## src/rtl/ccip_batch_transmitter.sv

```systemverilog
// CCI-P batch transmitter: per-flow RPC FIFOs drained round-robin onto the c1 write
// channel, either as full batches or as timed-out partial flushes of single lines.
module ccip_batch_transmitter #(
  parameter int NIC_ID            = 0,
  parameter int LMAX_NUM_OF_FLOWS = 1,
  parameter int LFIFO_DEPTH       = 3,
  parameter int LTIMEOUT          = 8,
  parameter int LMAX_CCIP_BATCH   = 2,
  parameter int RPC_WIDTH         = 64
) (
  input  logic                          clk,
  input  logic                          reset,
  input  logic [LMAX_NUM_OF_FLOWS-1:0]  number_of_flows,
  input  logic [41:0]                   tx_base_addr,
  input  logic [LMAX_CCIP_BATCH-1:0]    l_tx_batch_size,
  input  logic [LTIMEOUT-1:0]           timeout_cycles,
  input  logic                          start,
  input  logic                          sRx_c1TxAlmFull,
  // t_if_ccip_c1_Tx packed: hdr[592:513], data[512:1], valid[0]
  output logic [592:0]                  sTx_c1,
  output logic                          ccip_tx_ready,
  input  logic [RPC_WIDTH-1:0]          rpc_in,
  input  logic                          rpc_in_valid,
  input  logic [LMAX_NUM_OF_FLOWS-1:0]  rpc_flow_id_in,
  output logic                          pdrop_tx_flows_out,
  output logic [31:0]                   tx_lines_out
);

  localparam int NF    = 2 ** LMAX_NUM_OF_FLOWS;
  localparam int DEPTH = 2 ** LFIFO_DEPTH;
  localparam int FW    = LMAX_NUM_OF_FLOWS;
  localparam int AW    = LMAX_NUM_OF_FLOWS + LFIFO_DEPTH;
  localparam int CW    = (LFIFO_DEPTH + 1 > 3) ? LFIFO_DEPTH + 1 : 3;

  localparam logic [3:0] REQ_WRLINE_I = 4'h0;
  localparam logic [1:0] VC_VH0       = 2'h2;
  localparam logic [1:0] CL_LEN_1     = 2'h0;

  typedef enum logic [1:0] {
    IDLE     = 2'd0,
    TX_BATCH = 2'd1,
    TX_FLUSH = 2'd2
  } state_t;

  // NIC_ID only tags simulation messages; it has no hardware effect.
  if (NIC_ID < 0) begin : g_nic_id_unused
  end

  state_t                 state_reg;
  logic [FW-1:0]          ptr_reg;
  logic [FW-1:0]          flow_reg;
  logic [1:0]             lb_reg;
  logic [CW-1:0]          total_reg;
  logic [CW-1:0]          idx_reg;

  logic [CW-1:0]          count_vec  [NF];
  logic [LTIMEOUT-1:0]    age_vec    [NF];
  logic [LFIFO_DEPTH-1:0] wr_ptr_vec [NF];
  logic [LFIFO_DEPTH-1:0] rd_ptr_vec [NF];

  logic [RPC_WIDTH-1:0]   mem [2**AW];
  logic [RPC_WIDTH-1:0]   rd_data_reg;

  logic                   s1_valid_reg;
  logic                   s1_sop_reg;
  logic [1:0]             s1_cl_len_reg;
  logic [41:0]            s1_addr_reg;
  logic                   pdrop_reg;
  logic [31:0]            tx_lines_reg;

  logic [1:0]             lb_now;
  logic [CW-1:0]          b_now;
  logic                   push_req;
  logic                   push;
  logic                   drop;
  logic                   pop;
  logic [CW-1:0]          cur_count;
  logic [LTIMEOUT-1:0]    cur_age;
  logic                   go_batch;
  logic                   go_flush;
  logic [FW-1:0]          ptr_next;

  assign ccip_tx_ready      = ~sRx_c1TxAlmFull;
  assign pdrop_tx_flows_out = pdrop_reg;
  assign tx_lines_out       = tx_lines_reg;

  // Batch sizes above 4 lines are not supported by the channel; clamp to 4.
  assign lb_now = (l_tx_batch_size > LMAX_CCIP_BATCH'(2)) ? 2'd2 : l_tx_batch_size[1:0];
  assign b_now  = CW'(1) << lb_now;

  assign push_req = start && rpc_in_valid;
  assign push     = push_req && (rpc_flow_id_in <= number_of_flows) &&
                    (count_vec[rpc_flow_id_in] != CW'(DEPTH));
  assign drop     = push_req && !push;
  assign pop      = (state_reg != IDLE);

  assign cur_count = count_vec[ptr_reg];
  assign cur_age   = age_vec[ptr_reg];
  assign go_batch  = !sRx_c1TxAlmFull && (cur_count >= b_now);
  assign go_flush  = !sRx_c1TxAlmFull && (cur_count != '0) && (cur_count < b_now) &&
                     (timeout_cycles != '0) && (cur_age >= timeout_cycles);
  assign ptr_next  = (ptr_reg >= number_of_flows) ? '0 : ptr_reg + FW'(1);

  for (genvar gi = 0; gi < NF; gi++) begin : g_flow
    logic                   push_here;
    logic                   pop_here;
    logic [CW-1:0]          count_reg;
    logic [LTIMEOUT-1:0]    age_reg;
    logic [LFIFO_DEPTH-1:0] wr_ptr_reg;
    logic [LFIFO_DEPTH-1:0] rd_ptr_reg;

    assign push_here = push && (rpc_flow_id_in == FW'(gi));
    assign pop_here  = pop && (flow_reg == FW'(gi));

    always_ff @(posedge clk or posedge reset) begin
      if (reset) begin
        count_reg  <= '0;
        age_reg    <= '0;
        wr_ptr_reg <= '0;
        rd_ptr_reg <= '0;
      end else begin
        if (push_here && !pop_here) begin
          count_reg <= count_reg + CW'(1);
        end else if (pop_here && !push_here) begin
          count_reg <= count_reg - CW'(1);
        end
        if (push_here) begin
          wr_ptr_reg <= wr_ptr_reg + LFIFO_DEPTH'(1);
        end
        if (pop_here) begin
          rd_ptr_reg <= rd_ptr_reg + LFIFO_DEPTH'(1);
        end
        if (pop_here || (count_reg == '0)) begin
          age_reg <= '0;
        end else if (age_reg != '1) begin
          age_reg <= age_reg + LTIMEOUT'(1);
        end
      end
    end

    assign count_vec[gi]  = count_reg;
    assign age_vec[gi]    = age_reg;
    assign wr_ptr_vec[gi] = wr_ptr_reg;
    assign rd_ptr_vec[gi] = rd_ptr_reg;
  end

  // All flows share one RAM addressed {flow, slot}: at most one push and one pop per cycle.
  always_ff @(posedge clk) begin
    if (push) begin
      mem[{rpc_flow_id_in, wr_ptr_vec[rpc_flow_id_in]}] <= rpc_in;
    end
  end

  always_ff @(posedge clk) begin
    if (pop) begin
      rd_data_reg <= mem[{flow_reg, rd_ptr_vec[flow_reg]}];
    end
  end

  always_ff @(posedge clk or posedge reset) begin
    if (reset) begin
      state_reg <= IDLE;
      ptr_reg   <= '0;
      flow_reg  <= '0;
      lb_reg    <= '0;
      total_reg <= '0;
      idx_reg   <= '0;
    end else begin
      case (state_reg)
        IDLE: begin
          idx_reg <= '0;
          if (go_batch) begin
            state_reg <= TX_BATCH;
            flow_reg  <= ptr_reg;
            lb_reg    <= lb_now;
            total_reg <= b_now;
          end else if (go_flush) begin
            state_reg <= TX_FLUSH;
            flow_reg  <= ptr_reg;
            lb_reg    <= lb_now;
            total_reg <= cur_count;
          end else begin
            ptr_reg <= ptr_next;
          end
        end
        default: begin
          idx_reg <= idx_reg + CW'(1);
          if (idx_reg == total_reg - CW'(1)) begin
            state_reg <= IDLE;
            ptr_reg   <= ptr_next;
          end
        end
      endcase
    end
  end

  // Header fields travel alongside the RAM read so both reach the output stage together.
  always_ff @(posedge clk or posedge reset) begin
    if (reset) begin
      s1_valid_reg  <= 1'b0;
      s1_sop_reg    <= 1'b0;
      s1_cl_len_reg <= '0;
      s1_addr_reg   <= '0;
      pdrop_reg     <= 1'b0;
    end else begin
      s1_valid_reg <= pop;
      pdrop_reg    <= drop;
      if (pop) begin
        s1_addr_reg <= tx_base_addr + (42'(flow_reg) << lb_reg) + 42'(idx_reg);
        s1_sop_reg  <= (state_reg == TX_FLUSH) || (idx_reg == '0);
        s1_cl_len_reg <= (state_reg == TX_FLUSH) ? CL_LEN_1
                                                 : {lb_reg[1], lb_reg[1] | lb_reg[0]};
      end
    end
  end

  always_ff @(posedge clk or posedge reset) begin
    if (reset) begin
      sTx_c1       <= '0;
      tx_lines_reg <= '0;
    end else begin
      sTx_c1 <= '0;
      if (s1_valid_reg) begin
        sTx_c1[592:513] <= {6'b0, VC_VH0, s1_sop_reg, 1'b0, s1_cl_len_reg, REQ_WRLINE_I,
                            6'b0, s1_addr_reg, 16'b0};
        sTx_c1[512:1]   <= {{(512 - RPC_WIDTH){1'b0}}, rd_data_reg};
        sTx_c1[0]       <= 1'b1;
        tx_lines_reg    <= tx_lines_reg + 32'd1;
      end
    end
  end

endmodule
```

## config.mk

```make
export PLATFORM = sky130hd
export DESIGN_NAME = ccip_batch_transmitter
export DESIGN_NICKNAME = d
export VERILOG_FILES = /design/src/rtl/ccip_batch_transmitter.sv
export SDC_FILE = /design/constraint.sdc
export NUM_CORES = 2
export LEC_CHECK = 0
export ABC_CLOCK_PERIOD_IN_PS = 8600
export CORE_ASPECT_RATIO = 0.75
export CORE_MARGIN = 8
export CORE_UTILIZATION = 55
export DETAILED_ROUTE_END_ITERATION = 10
export DONT_BUFFER_PORTS = 1
export PLACE_DENSITY = 0.77
export SYNTH_ARGS = -nofsm -noshare
export SYNTH_HDL_FRONTEND = slang
export SYNTH_SLANG_ARGS = --single-unit
export TNS_END_PERCENT = 5
```

## constraint.sdc

```tcl
create_clock -name clk -period 8.6 [get_ports clk]
set_input_delay 1.29 -clock clk [delete_from_list [all_inputs] [get_ports clk]]
set_output_delay 1.29 -clock clk [all_outputs]
set_load 0.01 [all_outputs]
```

==> metrics.cfg <==
[clock_network]
clk_latency_ns = 0.77
cts.sinks = 1327
cts_max_path_buffers = 3
cts_tree = done
path_clk_slew_ns = 0.06
cts_resized = 0
cts_made_buffers = 119
h-tree-depth = 3
cts_hold_buf = 0
cts_setup_buffers = 0
cts_root_buffer = clkbuf_16

[outcome]
status = finished, final reports clean

[power_and_ir_drop]
power.internal_w = 0.0134
seqPwrFrac = 0.447
power_density_nw_per_um2 = 326
p_total_w = 0.0191
swShare = 0.295
clock_power_share = 0.285
peakVddDrop_mv = 0.399
power.share.combinational = 0.268
p_leak_nw = 20.6
switchingPower_w = 0.00564

[sta]
fmax_mhz = 215
whs_ns = 0.444
finalCritPeriodShare = 0.541
fin_skew_ns = 0.0988
setup_slack_ns = 3.95
worst_pin_slew_ns = 1.30
rsz0062_at_grt = false
fin_setup_tns_ns = 0
finalSetupViolations = 0
drv_slew = 0
layout_min_cycle_time_ns = 4.65
relSlewSlack = 0.129
hold_viol = 0

[critical_path]
crit_chain = buf_4 > mux2i_4 > buf_12 > buf_4 > mux4_2 > mux4_2
max_stage_delay_ns = 0.94
arrival_ns = 5.12
crit_path_end_kind = register
critPathKind = register to register
cp_max_fo = 147
cp_slowest_cell = buf_4
cp-start-kind = register
cp.buffers_inverters = 3
critPathTopFamily = buffers and inverters
crit_required_ns = 9.07

[logic_synthesis]
ys_types = 61
syn_area_um2 = 54500
syn-instance-count = 2942
avgSynthCellArea_um2 = 18.5
synth-async-reset-ratio = 0.180
yosysWarningCount = 0
synth_seq_area_share = 0.709
synth_edf_count = 1088
ys_ff_latch = 1327
synth_top_flop_cell = edfxtp_1

[die]
initial_core_util = 0.552
fp.dieH_um = 289
io_pins = 750
rows = 100
dieArea_um2 = 110000
core_um2 = 98700
die_w_um = 380

[placement]
dp_hpwl_um = 72800
portBuffers = 0
dp_slack_ns = 3.88
dpl.cell_count = 4207
gp_congestion = 0.802

[run]
drv_cap = 0

[final_layout]
drive_above_1_share = 0.190
fill_cells = 6888
post_layout_nonfiller_instances = 4439
nNetsFinal = 3163
areaGrowthSynthToFinish_pct = 7.39
largest_reg_flops = 1024

[drt]
drc = 0
wl_per_cell_um = 28.8
ant_nets = 0
vias = 25591
drt_wl_total_um = 128000
vias_per_cell = 5.77
drtIter0Drc = 3120
drt-pass1-iter-count = 5

[grt]
grt_pass1_vias = 26785
grt_remaining_overflow = 0
grt_pass1_wl_um = 185000
grt_max_degree = 148
antenna_found_initial = 6
track_usage = 0.228

[hold_path]
hp-class = register to register

==> Yosys cell counts (all sizes together), types with 25 or more instances <==
| master | instances | area, µm² |
|---|---|---|
| nand2 | 87 | 327 |
| o21ai | 44 | 220 |
| clkbuf | 64 | 240 |
| inv | 30 | 113 |
| mux4 | 320 | 7210 |
| ha | 31 | 388 |
| buf | 524 | 3810 |
| and3 | 25 | 156 |
| dfrtp | 239 | 5980 |
| xor2 | 26 | 228 |
| edfxtp | 1088 | 32700 |
| xnor2 | 65 | 569 |
| and2 | 116 | 726 |
| nor2 | 64 | 240 |
| nand3 | 31 | 155 |
==> layout make-up <==
cell class                      instances  area [µm²]  area share
Multi-Input combinational cell       1478       13600       0.233
Antenna cell                            6        15.0    0.000256
Timing Repair Buffer                   46         383     0.00654
Sequential cell                      1327       38700       0.660
Tap cell                             1326        1660      0.0283
Clock buffer                          158        3290      0.0562
Clock inverter                         68         762      0.0130
Inverter                               30         123     0.00209
==> worst register-to-register path: cells and delay by family (launching register included) <==
kind	cells	cell delay (ns)
buffers and inverters	3	2.51
multiplexers	3	1.42
flip-flops	1	0.48
==> metal layers <==
metal  GRT usage  vias up  share of wire
met5           0        -        0.00010
met4      0.0828        2          0.031
met3      0.0801      231           0.11
met2       0.371     1440           0.50
met1       0.286    13453           0.36
li1            -    10465              -
==> power groups by stage <==
stage               Clock, W  Combinational [W]  Sequential, W
finish               0.00544            0.00511        0.00854
global route         0.00576            0.00549        0.00862
CTS                  0.00553            0.00517        0.00856
detailed placement         0            0.00508        0.00868
global placement           0            0.00493        0.00866
floorplan                  0            0.00418        0.00837
==> worst paths after layout <==
kind | from | cells after the start | slack (ns) | end
worst max-delay path | flow_reg | 6 | 3.95 | rd_data_reg[32]
worst max register to register | flow_reg | 6 | 3.95 | rd_data_reg[32]
max in group asynchronous | reset | 2 | 6.59 | sTx_c1[531]
worst min register to register | rd_data_reg[39] | 1 | 0.44 | sTx_c1[40]
min in group asynchronous | reset | 1 | 0.53 | sTx_c1[63]
worst min-delay path | rd_data_reg[39] | 1 | 0.44 | sTx_c1[40]
==> placed cells by master (no fill, tap or decap), types with 12 or more instances in the layout <==
master,synthesis,final
nor3_1,18,14
buf_4,483,43
dfrtp_1,239,237
clkbuf_16,0,121
nor2_1,64,53
conb_1,1,482
xnor2_1,65,65
mux2_2,14,14
mux4_2,320,320
edfxtp_1,1088,1088
and2_1,116,116
nand3_1,31,31
o21ai_0,30,30
and3_1,25,25
nand4_1,16,16
ha_1,31,31
clkinv_1,0,20
inv_1,29,28
nand2_1,87,87
clkbuf_1,64,25
clkinv_2,0,24
clkbuf_8,0,12
o21ai_1,14,14
a21oi_1,12,12
nor4_1,16,14
xor2_1,26,26
==> stage by stage <==
stage           util  cell area [µm²]
6_report       0.593            58500
5_1_grt        0.593            58500
4_1_cts        0.593            58500
3_5_place_dp   0.552            54500
3_3_place_gp   0.552            54500
2_1_floorplan      -            56300
==> logic make-up after synthesis <==
logic type,share of synthesized area
AOI/OAI and AO/OA,0.0106
xor gates and xnor gates,0.0146
DFF,0.709
other,0.0000688
muxes,0.139
adders and majority gates,0.00969
and+or+nand+nor,0.0408
buffers and inverters,0.0765
(Power assumes the default switching activity.)
